## src/rtl/posit_normalize_pkg.sv

```systemverilog
// Shared constants and stage records for the posit encoder (posit_normalize).
// Build option POSIT_ROUND_NEAREST_EN selects round-to-nearest-even over truncation in posit_round.
package posit_normalize_pkg;

  localparam int NBITS     = 32;
  localparam int ES        = 2;
  localparam int FBITS     = NBITS - ES - 3;
  localparam int MAX_SCALE = (NBITS - 2) << ES;
  localparam int KW        = 6;  // holds k in [-30, +30]

  typedef struct packed {
    logic              sign;
    logic              zero;
    logic              inf;
    logic signed [7:0] scale;
    logic [FBITS-1:0]  fraction;
  } value_t;

  typedef struct packed {
    logic               sign;
    logic               zero;
    logic               inf;
    logic signed [KW-1:0] k;
    logic [ES-1:0]      e;
    logic [FBITS-1:0]   fraction;
  } norm_s1;

  typedef struct packed {
    logic             sign;
    logic             zero;
    logic             inf;
    logic [NBITS-2:0] body;
    logic             guard;
    logic             sticky;
  } norm_s2;

  function automatic logic signed [7:0] clamp_scale(input logic signed [7:0] s);
    int si;
    si = s;
    if (si > MAX_SCALE)       return 8'(MAX_SCALE);
    else if (si < -MAX_SCALE) return 8'(-MAX_SCALE);
    else                      return s;
  endfunction

endpackage

```

## src/rtl/posit_normalize_if.sv

```systemverilog
// Stream interface of the posit encoder: decoded value in, packed posit out.
interface posit_normalize_if;
  import posit_normalize_pkg::*;

  // Each side transfers on a clock edge where its valid and ready are both high;
  // valid never waits for ready, and payload is held stable while valid & ~ready.
  logic             in_valid;
  logic             in_ready;
  value_t           in_value;
  logic             out_valid;
  logic             out_ready;
  logic [NBITS-1:0] out_posit;

  modport master (
    output in_valid, in_value, out_ready,
    input  in_ready, out_valid, out_posit
  );

  modport slave (
    input  in_valid, in_value, out_ready,
    output in_ready, out_valid, out_posit
  );

endinterface

```

## src/rtl/posit_round.sv

```systemverilog
// Final encode stage: rounding, minpos/maxpos fix-up, negation and special values.
// POSIT_ROUND_NEAREST_EN defined: round to nearest-even; undefined: truncate magnitude.
module posit_round
  import posit_normalize_pkg::*;
(
  input  norm_s2           s2,
  output logic [NBITS-1:0] posit
);

  logic             inc;
  logic [NBITS-2:0] body_r;
  logic [NBITS-1:0] mag;

`ifdef POSIT_ROUND_NEAREST_EN
  // Incrementing maxpos would wrap the regime, so saturate there instead.
  assign inc = s2.guard & (s2.sticky | s2.body[0]) & ~(&s2.body);
`else
  logic unused_rnd;
  assign unused_rnd = s2.guard ^ s2.sticky;
  assign inc        = 1'b0;
`endif

  always_comb begin
    body_r = s2.body + {{(NBITS-2){1'b0}}, inc};
    if (~|body_r) body_r = {{(NBITS-2){1'b0}}, 1'b1};
    mag   = {1'b0, body_r};
    posit = s2.sign ? -mag : mag;
    if (s2.inf)       posit = {1'b1, {(NBITS-1){1'b0}}};
    else if (s2.zero) posit = '0;
  end

endmodule

```

## src/rtl/posit_normalize.sv

```systemverilog
// Three-stage posit encoder: clamp/split, regime assembly, round/sign.
// Rounding mode is chosen by POSIT_ROUND_NEAREST_EN inside posit_round.
module posit_normalize
  import posit_normalize_pkg::*;
(
  input  logic               clk,
  input  logic               reset,
  posit_normalize_if.slave   bus
);

  localparam int SW = 2 * NBITS;

  logic             adv;
  logic             v1, v2, v3;
  norm_s1           s1_d, s1_q;
  norm_s2           s2_d, s2_q;
  logic [NBITS-1:0] round_out, out_q;

  logic signed [7:0] sc;
  logic [SW-1:0]     pat;
  logic [SW-1:0]     str;
  logic [KW-1:0]     shamt;

  // Every stage moves in lockstep, so the whole pipe freezes while the output waits.
  assign adv           = ~v3 | bus.out_ready;
  assign bus.in_ready  = adv;
  assign bus.out_valid = v3;
  assign bus.out_posit = out_q;

  always_comb begin
    sc            = clamp_scale(bus.in_value.scale);
    s1_d.sign     = bus.in_value.sign;
    s1_d.zero     = bus.in_value.zero;
    s1_d.inf      = bus.in_value.inf;
    s1_d.k        = KW'(sc >>> ES);
    s1_d.e        = sc[ES-1:0];
    s1_d.fraction = bus.in_value.fraction;
  end

  // The regime comes from arithmetic-shifting a 2-bit seed: "10" smears ones for
  // k>=0, "01" smears zeros for k<0 (shift by ~k, i.e. -k-1).
  always_comb begin
    if (!s1_q.k[KW-1]) begin
      pat   = {2'b10, s1_q.e, s1_q.fraction, {(SW-2-ES-FBITS){1'b0}}};
      shamt = s1_q.k;
    end else begin
      pat   = {2'b01, s1_q.e, s1_q.fraction, {(SW-2-ES-FBITS){1'b0}}};
      shamt = ~s1_q.k;
    end
    str         = $signed(pat) >>> shamt;
    s2_d.sign   = s1_q.sign;
    s2_d.zero   = s1_q.zero;
    s2_d.inf    = s1_q.inf;
    s2_d.body   = str[SW-1 -: NBITS-1];
    s2_d.guard  = str[SW-NBITS];
    s2_d.sticky = |str[SW-NBITS-1:0];
  end

  posit_round u_round (
    .s2    (s2_q),
    .posit (round_out)
  );

  always_ff @(posedge clk) begin
    if (reset) begin
      v1    <= 1'b0;
      v2    <= 1'b0;
      v3    <= 1'b0;
      s1_q  <= '0;
      s2_q  <= '0;
      out_q <= '0;
    end else if (adv) begin
      v1    <= bus.in_valid;
      s1_q  <= s1_d;
      v2    <= v1;
      s2_q  <= s2_d;
      v3    <= v2;
      out_q <= round_out;
    end
  end

endmodule

```

## src/flat_wrapper.sv

```systemverilog
// flat-port wrapper written by rule: the top's interface ports become plain ports
module posit_normalize_flat import posit_normalize_pkg::*;
  (clk, reset, bus_in_valid, bus_in_value, bus_out_ready, bus_in_ready, bus_out_valid, bus_out_posit);
  posit_normalize_if bus_i ();
  input  logic clk;
  input  logic reset;
  input wire logic [$bits(bus_i.in_valid)-1:0] bus_in_valid;
  input wire logic [$bits(bus_i.in_value)-1:0] bus_in_value;
  input wire logic [$bits(bus_i.out_ready)-1:0] bus_out_ready;
  output wire logic [$bits(bus_i.in_ready)-1:0] bus_in_ready;
  output wire logic [$bits(bus_i.out_valid)-1:0] bus_out_valid;
  output wire logic [$bits(bus_i.out_posit)-1:0] bus_out_posit;
  assign bus_i.in_valid = bus_in_valid;
  assign bus_i.in_value = bus_in_value;
  assign bus_i.out_ready = bus_out_ready;
  assign bus_in_ready = bus_i.in_ready;
  assign bus_out_valid = bus_i.out_valid;
  assign bus_out_posit = bus_i.out_posit;
  posit_normalize u_core (.clk(clk), .reset(reset), .bus(bus_i));
endmodule
```

## config.mk

```make
export PLATFORM = sky130hd
export DESIGN_NAME = posit_normalize_flat
export DESIGN_NICKNAME = d
export VERILOG_FILES = /design/src/rtl/posit_normalize_pkg.sv /design/src/rtl/posit_normalize_if.sv /design/src/rtl/posit_round.sv /design/src/rtl/posit_normalize.sv /design/src/flat_wrapper.sv
export SDC_FILE = /design/constraint.sdc
export NUM_CORES = 1
export LEC_CHECK = 0
export ABC_CLOCK_PERIOD_IN_PS = 8400
export BUFFER_PORTS_ARGS = -buffer_cell sky130_fd_sc_hd__buf_2
export CORE_MARGIN = 2
export CORE_UTILIZATION = 40
export CTS_BUF_LIST = sky130_fd_sc_hd__clkbuf_8
export DETAILED_ROUTE_END_ITERATION = 8
export PLACE_DENSITY = 0.62
export SYNTH_ARGS = -nofsm -noshare
export SYNTH_HDL_FRONTEND = slang
export SYNTH_SLANG_ARGS = --single-unit
```

## constraint.sdc

```tcl
create_clock -name clk -period 8.4 [get_ports clk]
set_input_delay 1.68 -clock clk [delete_from_list [all_inputs] [get_ports clk]]
set_output_delay 1.68 -clock clk [all_outputs]
set_load 0.05 [all_outputs]
```

==> results.md <==
- After clock tree synthesis, the clock-pin slew on the worst setup and hold paths is 110 ps.
- Data on the critical path is required at its endpoint by 6720 ps.
- In this run the critical register-to-register path is launched from u_core.s1_q[34].
- The total power density per cell area is 181 mW/mm^2.
- The chip height is 141 um.
- The TritonCTS clock tree is yes.
- Entering global routing, the biggest net connects 87 pins.
- The fraction of synthesized cell area taken by the top area cell type is 0.284.
- The beginning of the critical path is bus_out_ready.
- The ratio of routed vias to standard cells is 5.97.
- The cell count after synthesis came out at 948.
- During I/O placement, the number of pins put on the boundary was 76.
- The number of buffers inserted for hold repair after clock tree synthesis is 0.
- In the final routed layout, each cell accounts on average for 18.4 um.
- The first-pass GRT wire length is 36,000 um.
- The placement-stage worst setup slack is 3820 ps.
- The worst voltage drop across the vdd grid is 75.4 uV.
- Setup violations remaining at the end of the flow were counted as 0.
- The post-CTS repair timing setup buffer count is 0.
- By startpoint and endpoint, the worst setup path is classified as primary input to output pin.
- The initial core utilization is 0.405.
- During synthesis, Yosys emitted a total of 0 warnings.
- The endpoint of the worst register-to-register path is u_core.s2_q[14].
- The upper clock frequency limit is 220 MHz.
- The average cell area after synthesis is 7.97 um^2.
- The maximum clock skew at final layout is 14.3 ps.
- At the pin with the least slew margin, the transition time is 970 ps.
- The area added between synthesis and finish is 8.43%.
- Setup repair after global routing left no endpoint under its margin.
- The largest fanout on the critical path is 86.
- The combinational family with the most area after synthesis is simple AND/OR/NAND/NOR gates.
- The cell depth of the worst flop-to-flop path is 7.
- The buffer type at the clock tree root is sky130_fd_sc_hd__clkbuf_8.
- The number of antenna repair diodes is 0.
- Of the total synthesized cell area, the portion taken by XOR and XNOR cells is 0.0280.
- After synthesis the netlist holds a flip-flop and latch count of 107.
- Among all cell types in the netlist, the one instantiated most often is sky130_fd_sc_hd__nand2_1.
- For this block, the via count after detailed routing is 7,184.
- The clock drives 107 sinks.
- The total length of routed wires is 22,200 um.
- The total CTS buffers is 9.
- The floorplan step defined a die boundary enclosing 0.0200 mm^2.
- Sorting the synthesized cells by how often they occur yields sky130_fd_sc_hd__nand2_1, sky130_fd_sc_hd__dfxtp_1, sky130_fd_sc_hd__nor2_1, sky130_fd_sc_hd__a21oi_1, sky130_fd_sc_hd__clkbuf_1.
- For the worst-skew pair, the clock arrives at the later sink with an insertion delay of 400 ps.
- The worst hold slack across all endpoints is 455 ps.
- The half-perimeter wire length of the detailed placement result is 15,500 um.
- The count of flip-flops with a built-in enable after synthesis is 0.
- The number of global-route vias before repair is 6,598.
- The hold violation count in the final report is 0.
- In this run the cell area of the synthesized design comes to 0.00755 mm^2.
- By area the synthesized netlist is led by sky130_fd_sc_hd__dfxtp_1, sky130_fd_sc_hd__mux4_2, sky130_fd_sc_hd__nand2_1, sky130_fd_sc_hd__nor2_1, sky130_fd_sc_hd__a21oi_1.
- Global routing finished with a remaining overflow of 0.
- Measured against the total synthesized area, the mux share comes to 0.166.
- The worst hold path belongs to the class flop to flop.
- The run finished with clean final reports.
- Counting flops with an async set or reset pin after synthesis yields a share of 0.
- The net count of the mapped netlist is 992.
- The largest total area in the synthesized netlist belongs to sky130_fd_sc_hd__dfxtp_1.
- The clock tree synthesis step divided the H-tree into 3 levels.
- In the global route stage, overall resource usage came out at 0.224.
- After the first detailed-routing iteration, the DRC count stood at 702.
- The post-CTS resize count is 0.
- The count of nets left with antenna violations after detail routing is 0.
- The first detailed-routing pass ran for 5 iterations.
- Of the total synthesized cell area, the portion taken by full adders, half adders and majority gates is 0.00464.
- The overall die width is 141 um.
- Of the total synthesized cell area, the portion taken by AND, OR, NAND and NOR gates is 0.239.
- The worst setup path is launched from a primary input.
- The static leakage power is 3.17 nW.
- The detailed-route DRC error count is 0.
- The share of the synthesized area in compound gates (AO/OA/AOI/OAI) is 0.220.
- The worst setup margin is 3850 ps.
- The main flop type after synthesis is sky130_fd_sc_hd__dfxtp_1.
- The congestion estimate from routability-driven global placement came to 0.979.
- The final number of max-transition violations is 0.
- The kind of end point of the critical path is an output pin.
- The region available for standard cell placement spans 0.0186 mm^2.
- The longest clock path from root to sink contains 2 buffers.
- The floorplan has 50 rows.
- The number of port buffers is 75.
- The time the final worst path needs with I/O delays and setup is 4550 ps.
- Dividing the final minimum period by the clock period gives 0.542.
- Data arrives at the worst endpoint at 2870 ps.
- The sum of negative setup slack is 0 ps.
- In the final layout, the share of cells above drive strength 1 is 0.188.
- The number of antenna violations at the first check in global routing is 0.
- The reported max-cap violation count is 0.
- The internal reg-to-reg setup slack is 4680 ps.
- In this run the worst setup path terminates at bus_in_ready.
- In the final design database the tool counted 1,009 nets.
- The share of the Yosys chip area taken by registers is 0.284.
- The number of distinct library cells after synthesis is 79.
- The worst pin sits at a relative slew slack of 0.353.
- Power comes to 1.48 mW.
through the flow:
stage | util | instance area [um^2] | cells
2_1_floorplan | - | 7550 | 948
5_1_grt | 0.439 | 8190 | 1204
3_5_place_dp | 0.429 | 8000 | 1188
6_report | 0.439 | 8190 | 1204
3_3_place_gp | 0.429 | 8000 | 1188
4_1_cts | 0.439 | 8190 | 1204
logic make-up after synthesis:
logic type / count (synthesis)
mux: 76
xor+xnor: 22
buf+inv: 99
fa+ha+maj: 3
simple gates: 394
compound gates: 247
flops: 107
routing by layer:
| metal | global-route usage | share of wire | wire length (um) |
|---|---|---|---|
| met3 | 0.0388 | 0.071 | 1570 |
| met2 | 0.345 | 0.44 | 9760 |
| met4 | 0.0842 | 0.030 | 668 |
| met1 | 0.314 | 0.46 | 10200 |
| met5 | 0 | 0 | 0 |
cell usage in the layout (no fill, tap or decap), drive strengths merged, types with 7 or more instances in the layout:
| master | instances |
|---|---|
| dfxtp | 107 |
| inv | 12 |
| mux2 | 9 |
| a22oi | 15 |
| mux4 | 38 |
| or3 | 16 |
| buf | 93 |
| nand2b | 17 |
| o21ai | 43 |
| a32oi | 7 |
| a2111oi | 8 |
| a21oi | 66 |
| nand4 | 7 |
| nor2b | 15 |
| xor2 | 13 |
| a211oi | 22 |
| a311oi | 7 |
| mux2i | 29 |
| or2 | 7 |
| nand2 | 154 |
| o211ai | 13 |
| xnor2 | 9 |
| nand3 | 19 |
| o22ai | 10 |
| nor3 | 29 |
| nor2 | 104 |
| clkbuf | 11 |
flip-flops by register name, summed over array words and instances, names as in the netlist:
signal and flops:
u_core.s2_q 34, u_core.v2 1, u_core.bus.out_posit 32, u_core.bus.out_valid 1, u_core.v1 1, u_core.s1_q 38
layout make-up:
cell class,instances,area [um^2]
inverter,12,45.0
timing repair buffer,93,510
multi-input combinational,742,5010
fill,1962,10500
clock buffer,11,151
tap,234,293
sequential,107,2140
clock inverter,5,35.0
power breakdown:
part	switching, mW	leakage (nW)	total, mW	internal (mW)
registers	0.0589	0.883	0.613	0.554
clock network	0.190	0.0957	0.315	0.125
logic	0.340	2.19	0.550	0.211
worst max-delay path, cell delays in order:
cell,delay (ps)
sky130_fd_sc_hd__buf_2,110
sky130_fd_sc_hd__nor2b_4,90
sky130_fd_sc_hd__buf_4,680
sky130_fd_sc_hd__inv_2,60
sky130_fd_sc_hd__buf_2,240
worst min-delay path by stage:
stage,startpoint,end,slack [ps],cells after the start
after global routing,u_core.s1_q[35],u_core.s2_q[33],480,2
after global placement,u_core.bus.out_posit[17],u_core.bus.out_posit[17],430,2
after floorplan,u_core.s1_q[35],u_core.s1_q[35],430,2
after detailed placement,u_core.bus.out_posit[22],u_core.bus.out_posit[22],440,2
after CTS,u_core.v2,u_core.v2,460,2
final,u_core.bus.out_posit[25],u_core.bus.out_posit[25],460,2
No activity file was read; power rests on OpenSTA's default activity.
